**src/rtl/rr_stream_mux.sv**
```systemverilog
// ---------------------------------------------------------------------------
// rr_stream_mux
//
// Round-robin multiplexer of 2**N valid/ready streams onto one registered
// output stream. One output register stage; a beat can drain and a new one
// load in the same cycle, so sustained throughput is one beat per cycle.
//
// Optional feature (compile-time macro RR_STREAM_MUX_PKT_LOCK_EN):
//   When defined, a channel that starts a packet (beat with in_last=0) keeps
//   the grant until it delivers its in_last=1 beat. When undefined, no lock
//   state exists and every beat is arbitrated independently.
//
// Parameters:
//   WIDTH  payload bits per channel
//   N      select width, NCH = 2**N channels
//
// Ports:
//   clk        clock, rising edge
//   rst_n      synchronous active-low reset
//   in_data    per-channel payload (unpacked [NCH])
//   in_valid   per-channel valid
//   in_last    per-channel end-of-packet flag
//   in_ready   per-channel ready, one-hot or zero
//   out_data   registered payload
//   out_sel    channel index the current out_data came from
//   out_last   registered in_last of the accepted beat
//   out_valid  output valid
//   out_ready  downstream ready
// ---------------------------------------------------------------------------
module rr_stream_mux #(
  parameter int WIDTH = 32,
  parameter int N = 2,
  localparam int NCH = 2**N
) (
  input  logic             clk,
  input  logic             rst_n,
  input  logic [WIDTH-1:0] in_data [NCH],
  input  logic [NCH-1:0]   in_valid,
  input  logic [NCH-1:0]   in_last,
  output logic [NCH-1:0]   in_ready,
  output logic [WIDTH-1:0] out_data,
  output logic [N-1:0]     out_sel,
  output logic             out_last,
  output logic             out_valid,
  input  logic             out_ready
);

  // ptr holds the most recently granted channel; the search starts just
  // after it, which is what makes the arbitration round-robin.
  logic [N-1:0] ptr;
  logic [N-1:0] grant;
  logic [N-1:0] cand;
  logic         any_valid;
  logic         offer;
  logic         load;
  logic         xfer;

`ifdef RR_STREAM_MUX_PKT_LOCK_EN
  logic         lock;
  logic [N-1:0] lock_ch;
`endif

  // The output slot can accept a new beat when empty or when its current
  // beat leaves this cycle.
  assign load = !out_valid || out_ready;

  // Search ptr+1, ptr+2, ..., ptr (N-bit wrap). The last candidate is ptr
  // itself, so a lone valid channel is always found.
  always_comb begin
    grant     = ptr;
    cand      = ptr;
    any_valid = 1'b0;
    for (int i = 1; i <= NCH; i++) begin
      cand = ptr + N'(i);
      if (!any_valid && in_valid[cand]) begin
        grant     = cand;
        any_valid = 1'b1;
      end
    end
`ifdef RR_STREAM_MUX_PKT_LOCK_EN
    // A packet in progress owns the output even while its source is idle.
    if (lock) begin
      grant     = lock_ch;
      any_valid = in_valid[lock_ch];
    end
`endif
  end

`ifdef RR_STREAM_MUX_PKT_LOCK_EN
  // The locked channel is offered ready whenever the slot is free, whether
  // or not it is currently presenting a beat.
  assign offer = any_valid || lock;
`else
  assign offer = any_valid;
`endif

  assign xfer = load && any_valid;

  always_comb begin
    in_ready = '0;
    if (load && offer) begin
      in_ready[grant] = 1'b1;
    end
  end

  // Output register stage and arbitration state. Reset wins over any
  // pending or held beat, which is simply discarded.
  always_ff @(posedge clk) begin
    if (!rst_n) begin
      out_valid <= 1'b0;
      out_data  <= '0;
      out_sel   <= '0;
      out_last  <= 1'b0;
      ptr       <= '1;
`ifdef RR_STREAM_MUX_PKT_LOCK_EN
      lock      <= 1'b0;
      lock_ch   <= '0;
`endif
    end else if (load) begin
      if (xfer) begin
        out_valid <= 1'b1;
        out_data  <= in_data[grant];
        out_sel   <= grant;
        out_last  <= in_last[grant];
        ptr       <= grant;
`ifdef RR_STREAM_MUX_PKT_LOCK_EN
        lock      <= !in_last[grant];
        lock_ch   <= grant;
`endif
      end else begin
        out_valid <= 1'b0;
      end
    end
  end

endmodule

```
**config.mk**
```make
export PLATFORM = sky130hd
export DESIGN_NAME = rr_stream_mux
export DESIGN_NICKNAME = d
export VERILOG_FILES = /design/src/rtl/rr_stream_mux.sv
export SDC_FILE = /design/constraint.sdc
export NUM_CORES = 1
export LEC_CHECK = 0
export CAP_MARGIN = 20
export CELL_PAD_IN_SITES_DETAIL_PLACEMENT = 2
export CELL_PAD_IN_SITES_GLOBAL_PLACEMENT = 2
export CORE_ASPECT_RATIO = 2
export CORE_UTILIZATION = 33
export CTS_CLUSTER_DIAMETER = 80
export DETAILED_ROUTE_END_ITERATION = 10
export DONT_BUFFER_PORTS = 1
export GPL_TIMING_DRIVEN = 0
export PLACE_DENSITY_LB_ADDON = 0.1
export SYNTH_ARGS = -nofsm -noshare
export SYNTH_HDL_FRONTEND = slang
export SYNTH_SLANG_ARGS = --single-unit
```
**constraint.sdc**
```tcl
create_clock -name clk -period 2.7 [get_ports clk]
set_clock_uncertainty 0.05 [all_clocks]
set_input_delay 0.27 -clock clk [delete_from_list [all_inputs] [get_ports clk]]
set_output_delay 0.27 -clock clk [all_outputs]
set_load 0.005 [all_outputs]
```
==> results of run 1 <==
-- critical path, cell delays in order (launching register included) --
cell and delay (ps):
dfxtp_1 330, nand2b_1 210, a21oi_2 360, nor3_2 80, buf_6 170, buf_8 160, nor3_1 250
-- routing by layer --
metal  share of wire  vias to the layer above  global-route usage
li1                -                     1208                   -
met1            0.34                     1227              0.2206
met2            0.57                      105              0.4457
met3           0.069                       12             0.06117
met4           0.020                        0             0.08440
met5               0                        -                   0
-- synthesized netlist by cell type, types with 3 or more instances --
master / instances / area [sq um]
dfxtp_1: 38 / 760.7
a21oi_1: 3 / 15.01
clkbuf_1: 24 / 90.09
buf_8: 3 / 45.04
a21bo_1: 5 / 50.05
nand2_1: 38 / 142.6
o31ai_1: 33 / 247.7
a21bo_2: 28 / 280.3
nand4_1: 34 / 212.7
buf_2: 4 / 20.02
o21ai_0: 3 / 15.01
mux2i_1: 33 / 330.3
inv_1: 3 / 11.26
nor2_1: 7 / 26.28
o211ai_1: 35 / 262.8
-- cells by family after synthesis --
logic type,synth area share
buf+inv,0.07304
flops,0.2865
mux,0.1244
compound gates,0.3464
simple gates,0.1697
-- placed cells by master, fill, tap and decap left out, drive strengths merged --
cell and instances:
nand2 38, dfxtp 38, o211ai 35, nand4 34
mux2i 33, o31ai 33, a21bo 33, clkbuf 33
buf 9, nor2 8, o21ai 4, a21oi 4
inv 3, nor3 3, nor2b 2, nand2b 2
a21o 2, nand3 1, nor4 1, o21a 1
and2 1, a211oi 1
-- worst paths after layout --
kind,endpoint,depth (start not counted),from,slack [ps]
max reg2reg,out_data[21],6,ptr[0],640
max,in_ready[1],6,ptr[0],540
min reg2reg,out_sel[1],2,out_sel[1],440
min,ptr[1],1,rst_n,30
-- state kept, by name, indices dropped and copies added, names as in the netlist --
signal / flops
ptr: 2
out_data: 32
out_valid: 1
out_sel: 2
out_last: 1
-- power groups by stage --
stage	registers (mW)	logic (mW)	clock network, mW
after floorplan	0.710	0.405	0
after global placement	0.728	0.501	0
after detailed placement	0.731	0.518	0
after CTS	0.720	0.519	0.686
after global routing	0.730	0.558	0.708
final	0.717	0.507	0.664
-- metrics by stage --
| step | util | cells | power (mW) | worst slack (ps) |
|---|---|---|---|---|
| 3_3_place_gp | 0.3520 | 407 | 1.229 | 562.7 |
| 3_5_place_dp | 0.3520 | 407 | 1.249 | 531.4 |
| 5_1_grt | 0.3731 | 415 | 1.996 | 336.3 |
| 6_report | 0.3731 | 415 | 1.888 | 536.1 |
| 4_1_cts | 0.3731 | 415 | 1.925 | 469.7 |
| 2_1_floorplan | - | 311 | 1.114 | 1043 |
-- cell type report --
type | instances | area, sq um | share of cell area
plain buffers | 34 | 182.7 | 0.06210
clock buffers | 8 | 166.4 | 0.05657
inverters | 3 | 11.26 | 0.003828
multi-input cells | 236 | 1700 | 0.5781
flip-flops and latches | 38 | 760.7 | 0.2586
well taps | 96 | 120.1 | 0.04083
==> flow_metrics.env, run 1 <==
export IMPL_intPower_mw=1.290
export IMPL_end_kind="primary output"
export IMPL_clk_path_buf_depth=2
export IMPL_fin_hold_ws_ps=26.76
export IMPL_synth_distinct_cells=30
export IMPL_track_usage=0.2295
export IMPL_routabilityCongestion=0.7513
export IMPL_cp_max_fo=10
export IMPL_grt_pass1_vias=2834
export IMPL_ant_nets=0
export IMPL_synth_avg_cell_area_sq_um=8.537
export IMPL_via_per_inst=6.149
export IMPL_tightest_slew_ps=602.3
export IMPL_synth_edf_count=0
export IMPL_areaGrowthSynthToFinish_pct=10.79
export IMPL_syn_nets=450
export IMPL_netlist_area_sq_mm=0.002655
export IMPL_drive_gt1_frac=0.1567
export IMPL_hold_class="input pin to flip-flop"
export IMPL_status="completed"
export IMPL_antenna_cells=0
export IMPL_port_buffers=0
export IMPL_wire_per_inst_um=23.01
export IMPL_clkPwrFrac=0.352
export IMPL_fill_cells=916
export IMPL_clock_latency_ps=280
export IMPL_grt_max_degree=12
export IMPL_synthCells=311
export IMPL_crit_arrival_ps=1840
export IMPL_die_area_sq_mm=0.008430
export IMPL_clock_fmax_mhz=462.1
export IMPL_nets=457
export IMPL_switchingPower_mw=0.5981
export IMPL_core_area_sq_mm=0.007885
export IMPL_cts_resized=0
export IMPL_fin_area_sq_mm=0.002942
export IMPL_htree_levels=2
export IMPL_cts_setup_buffers=0
export IMPL_hold_violations=0
export IMPL_cts_tree="done"
export IMPL_crit_path_start_kind="flip-flop"
export IMPL_cts_buffers=5
export IMPL_cts_sink_count=38
export IMPL_placed_cell_area_sq_mm=0.002775
export IMPL_vias=2552
export IMPL_power_frac_comb=0.269
export IMPL_power_leakage_nw=1.124
export IMPL_synth_yosys_seq_area_share=0.2865
export IMPL_synth_warnings=0
export IMPL_cap_violations=0
export IMPL_async_reset_ff_frac=0
export IMPL_dr_pass1_iters=4
export IMPL_clk_root_buffer_cell="clkbuf_16"
export IMPL_final_setup_tns_ps=0
export IMPL_first_iter_violations=91
export IMPL_die_x_um=65.43
export IMPL_power_density_mw_per_mm2=642.0
export IMPL_ys_flop_type="dfxtp_1"
export IMPL_pin_count=179
export IMPL_ir_drop_mv=0.3083
export IMPL_pwr_share_seq=0.380
export IMPL_route_detailed_drc=0
export IMPL_synth_seq_cells=38
export IMPL_grt_ovfl_total=0
export IMPL_timing_final_crit_share=0.8014
export IMPL_wirelength_um=9549
export IMPL_maxSlewHeadroom=0.5958
export IMPL_setup_viol=0
export IMPL_grt_first_pass_wirelength_um=14630
export IMPL_grt_setup_unrepaired="false"
export IMPL_initial_core_util=0.3367
export IMPL_dp_final_hpwl_um=7373
export IMPL_min_period_ps=2164
export IMPL_worstPathRequired_ps=2380
export IMPL_rows=46
export IMPL_antenna_found_initial=0
export IMPL_die_h_um=128.9
export IMPL_switching_share=0.3167
export IMPL_hold_buffers=0
export IMPL_finalMaxSlewViolations=0
export IMPL_path_clk_slew_ps=60
export IMPL_critical_path_class="flip-flop to primary output"
Power figures use the tool's default switching activity.
==> run 2: changes to the inputs <==
clock period = 2.3 ns   (was 2.7 ns; I/O delays follow)
==> run 2 against run 1 <==
Effect of this change: die area unchanged; critical endpoint unchanged; largest cell class unchanged; count of clock-buffer cells in the layout unchanged; routed wire length about the same; combinational power up 18%; sequential share of layout area down 0.12 points; sequential power up 18%; global-route usage up 0.072 points.
==> flow_metrics.env, run 2 (same netlist as run 1, synthesis figures left out) <==
export IMPL_switching_share=0.3169
export IMPL_ant_nets=0
export IMPL_drive_gt1_frac=0.1594
export IMPL_dp_cells=407
export IMPL_dp_final_hpwl_um=7373
export IMPL_hp_start="rst_n"
export IMPL_critPathBufInv=2
export IMPL_placed_cell_area_sq_mm=0.002775
export IMPL_wire_per_inst_um=22.96
export IMPL_min_period_ps=2119
export IMPL_crit_path_start_kind="flip-flop"
export IMPL_routabilityCongestion=0.7513
export IMPL_worstReg2RegStart="ptr[0]"
export IMPL_areaGrowthSynthToFinish_pct=11.31
export IMPL_path_clk_slew_ps=60
export IMPL_antenna_cells=0
export IMPL_hold_violations=0
export IMPL_crit_arrival_ps=1840
export IMPL_nets=458
export IMPL_cts_sink_count=38
export IMPL_r2r_end="out_data[21]"
export IMPL_clk_path_buf_depth=2
export IMPL_antenna_found_initial=0
export IMPL_port_buffers=0
export IMPL_die_area_sq_mm=0.008430
export IMPL_cts_buffers=5
export IMPL_fin_cells=416
export IMPL_clkPwrFrac=0.351
export IMPL_grt_pass1_vias=2842
export IMPL_fin_hold_ws_ps=36.22
export IMPL_power_density_mw_per_mm2=751.2
export IMPL_core_area_sq_mm=0.007885
export IMPL_cp_cell_sequence="nand2b_1, a21oi_2, nor3_2, buf_6, buf_8, nor3_1"
export IMPL_rows=46
export IMPL_clock_latency_ps=280
export IMPL_grt_setup_unrepaired="false"
export IMPL_switchingPower_mw=0.7035
export IMPL_dp_slack_ps=166.4
export IMPL_hold_depth=2
export IMPL_clk_root_buffer_cell="clkbuf_16"
export IMPL_cap_violations=0
export IMPL_final_setup_tns_ps=0
export IMPL_cp_slowest_stage_delay_ps=360
export IMPL_dr_pass1_iters=4
export IMPL_pwr_share_seq=0.380
export IMPL_cp_max_fo=10
export IMPL_reg2reg_slack_ps=240
export IMPL_power_leakage_nw=1.129
export IMPL_finalMaxSlewViolations=0
export IMPL_track_usage=0.2302
export IMPL_vias=2554
export IMPL_tightest_slew_ps=600.5
export IMPL_hold_class="input pin to flip-flop"
export IMPL_final_cell_mix="38 x nand2_1, 38 x dfxtp_1, 35 x o211ai_1"
export IMPL_reg_top3="out_data (32), out_sel (2), ptr (2)"
export IMPL_fin_area_sq_mm=0.002955
export IMPL_initial_core_util=0.3367
export IMPL_intPower_mw=1.516
export IMPL_crit_slowest_cell="a21oi_2"
export IMPL_cts_tree="done"
export IMPL_grt_first_pass_wirelength_um=14680
export IMPL_cp_top_family="simple AND/OR/NAND/NOR gates"
export IMPL_ir_drop_mv=0.3606
export IMPL_critical_path_class="flip-flop to primary output"
export IMPL_power_mw=2.220
export IMPL_wirelength_um=9553
export IMPL_timing_final_crit_share=0.9212
export IMPL_via_per_inst=6.139
export IMPL_status="completed"
export IMPL_grt_ovfl_total=0
export IMPL_die_h_um=128.9
export IMPL_min_to="out_sel[0]"
export IMPL_fin_ws_ps=181.2
export IMPL_htree_levels=2
export IMPL_maxSlewHeadroom=0.5997
export IMPL_route_detailed_drc=0
export IMPL_power_frac_comb=0.269
export IMPL_first_iter_violations=102
export IMPL_worstPathRequired_ps=2020
export IMPL_clock_fmax_mhz=472.0
export IMPL_largest_reg_flops=32
export IMPL_ff2ff_path_depth=6
export IMPL_setup_viol=0
export IMPL_fin_util=0.3748
export IMPL_pin_count=179
export IMPL_top_register="out_data"
export IMPL_end_kind="primary output"
export IMPL_die_x_um=65.43
export IMPL_grt_max_degree=12
## run 2: changes by cell type in the layout (fill, tap and decap cells not counted)
| cell | previous run | this run |
|---|---|---|
| dlygate4sd3_1 | 0 | 1 |
| o21ai_1 | 1 | 0 |
| o21ai_2 | 0 | 1 |
## run 2: cell type report
| cell class | count | area [sq um] |
|---|---|---|
| plain buffers | 34 | 182.7 |
| clock buffers | 8 | 166.4 |
| fillers | 914 | 4930 |
| inverters | 3 | 11.26 |
| multi-input cells | 236 | 1704 |
| flip-flops and latches | 38 | 760.7 |
| well taps | 96 | 120.1 |
| repair buffers | 1 | 10.01 |
## run 2: timing repair
item,CTS,global route
resized for setup,0,1
setup buffers,0,0
hold buffers,1,0
endpoints found under the hold margin,2,0
endpoints found under the setup margin,0,1
## run 2: worst register-to-register path: stages, from the launching register on
cell and delay (ps):
dfxtp_1 370, nand2b_1 200, o211ai_1 180, a211oi_2 490, clkbuf_1 340, a21bo_2 280
o211ai_1 80
## run 2: per-layer routing
metal  routed length [um]  part of all wire  vias to the layer above  GRT usage
met2                 5462              0.57                      105     0.4463
li1                     -                 -                     1209          -
met5                    0                 0                        -          0
met4                  209             0.022                        0    0.08440
met1                 3219              0.34                     1226     0.2222
met3                  661             0.069                       14    0.06117
## run 2: worst max-delay path by stage
stage	slack (ps)	end	start	cells past startpoint
after floorplan	640	out_data[19]	ptr[0]	8
after global placement	200	out_data[21]	ptr[0]	6
after detailed placement	170	out_data[21]	ptr[0]	6
after CTS	110	in_ready[0]	ptr[0]	4
after global routing	20	out_data[21]	ptr[0]	6
final	180	in_ready[1]	ptr[0]	6
## run 2: power by group through the flow
stage               Clock, mW  Combinational (mW)  Sequential, mW
CTS                     0.805               0.612           0.845
detailed placement          0               0.608           0.858
finish                  0.779               0.598           0.843
global route            0.831               0.658           0.858
floorplan                   0               0.475           0.833
global placement            0               0.588           0.855
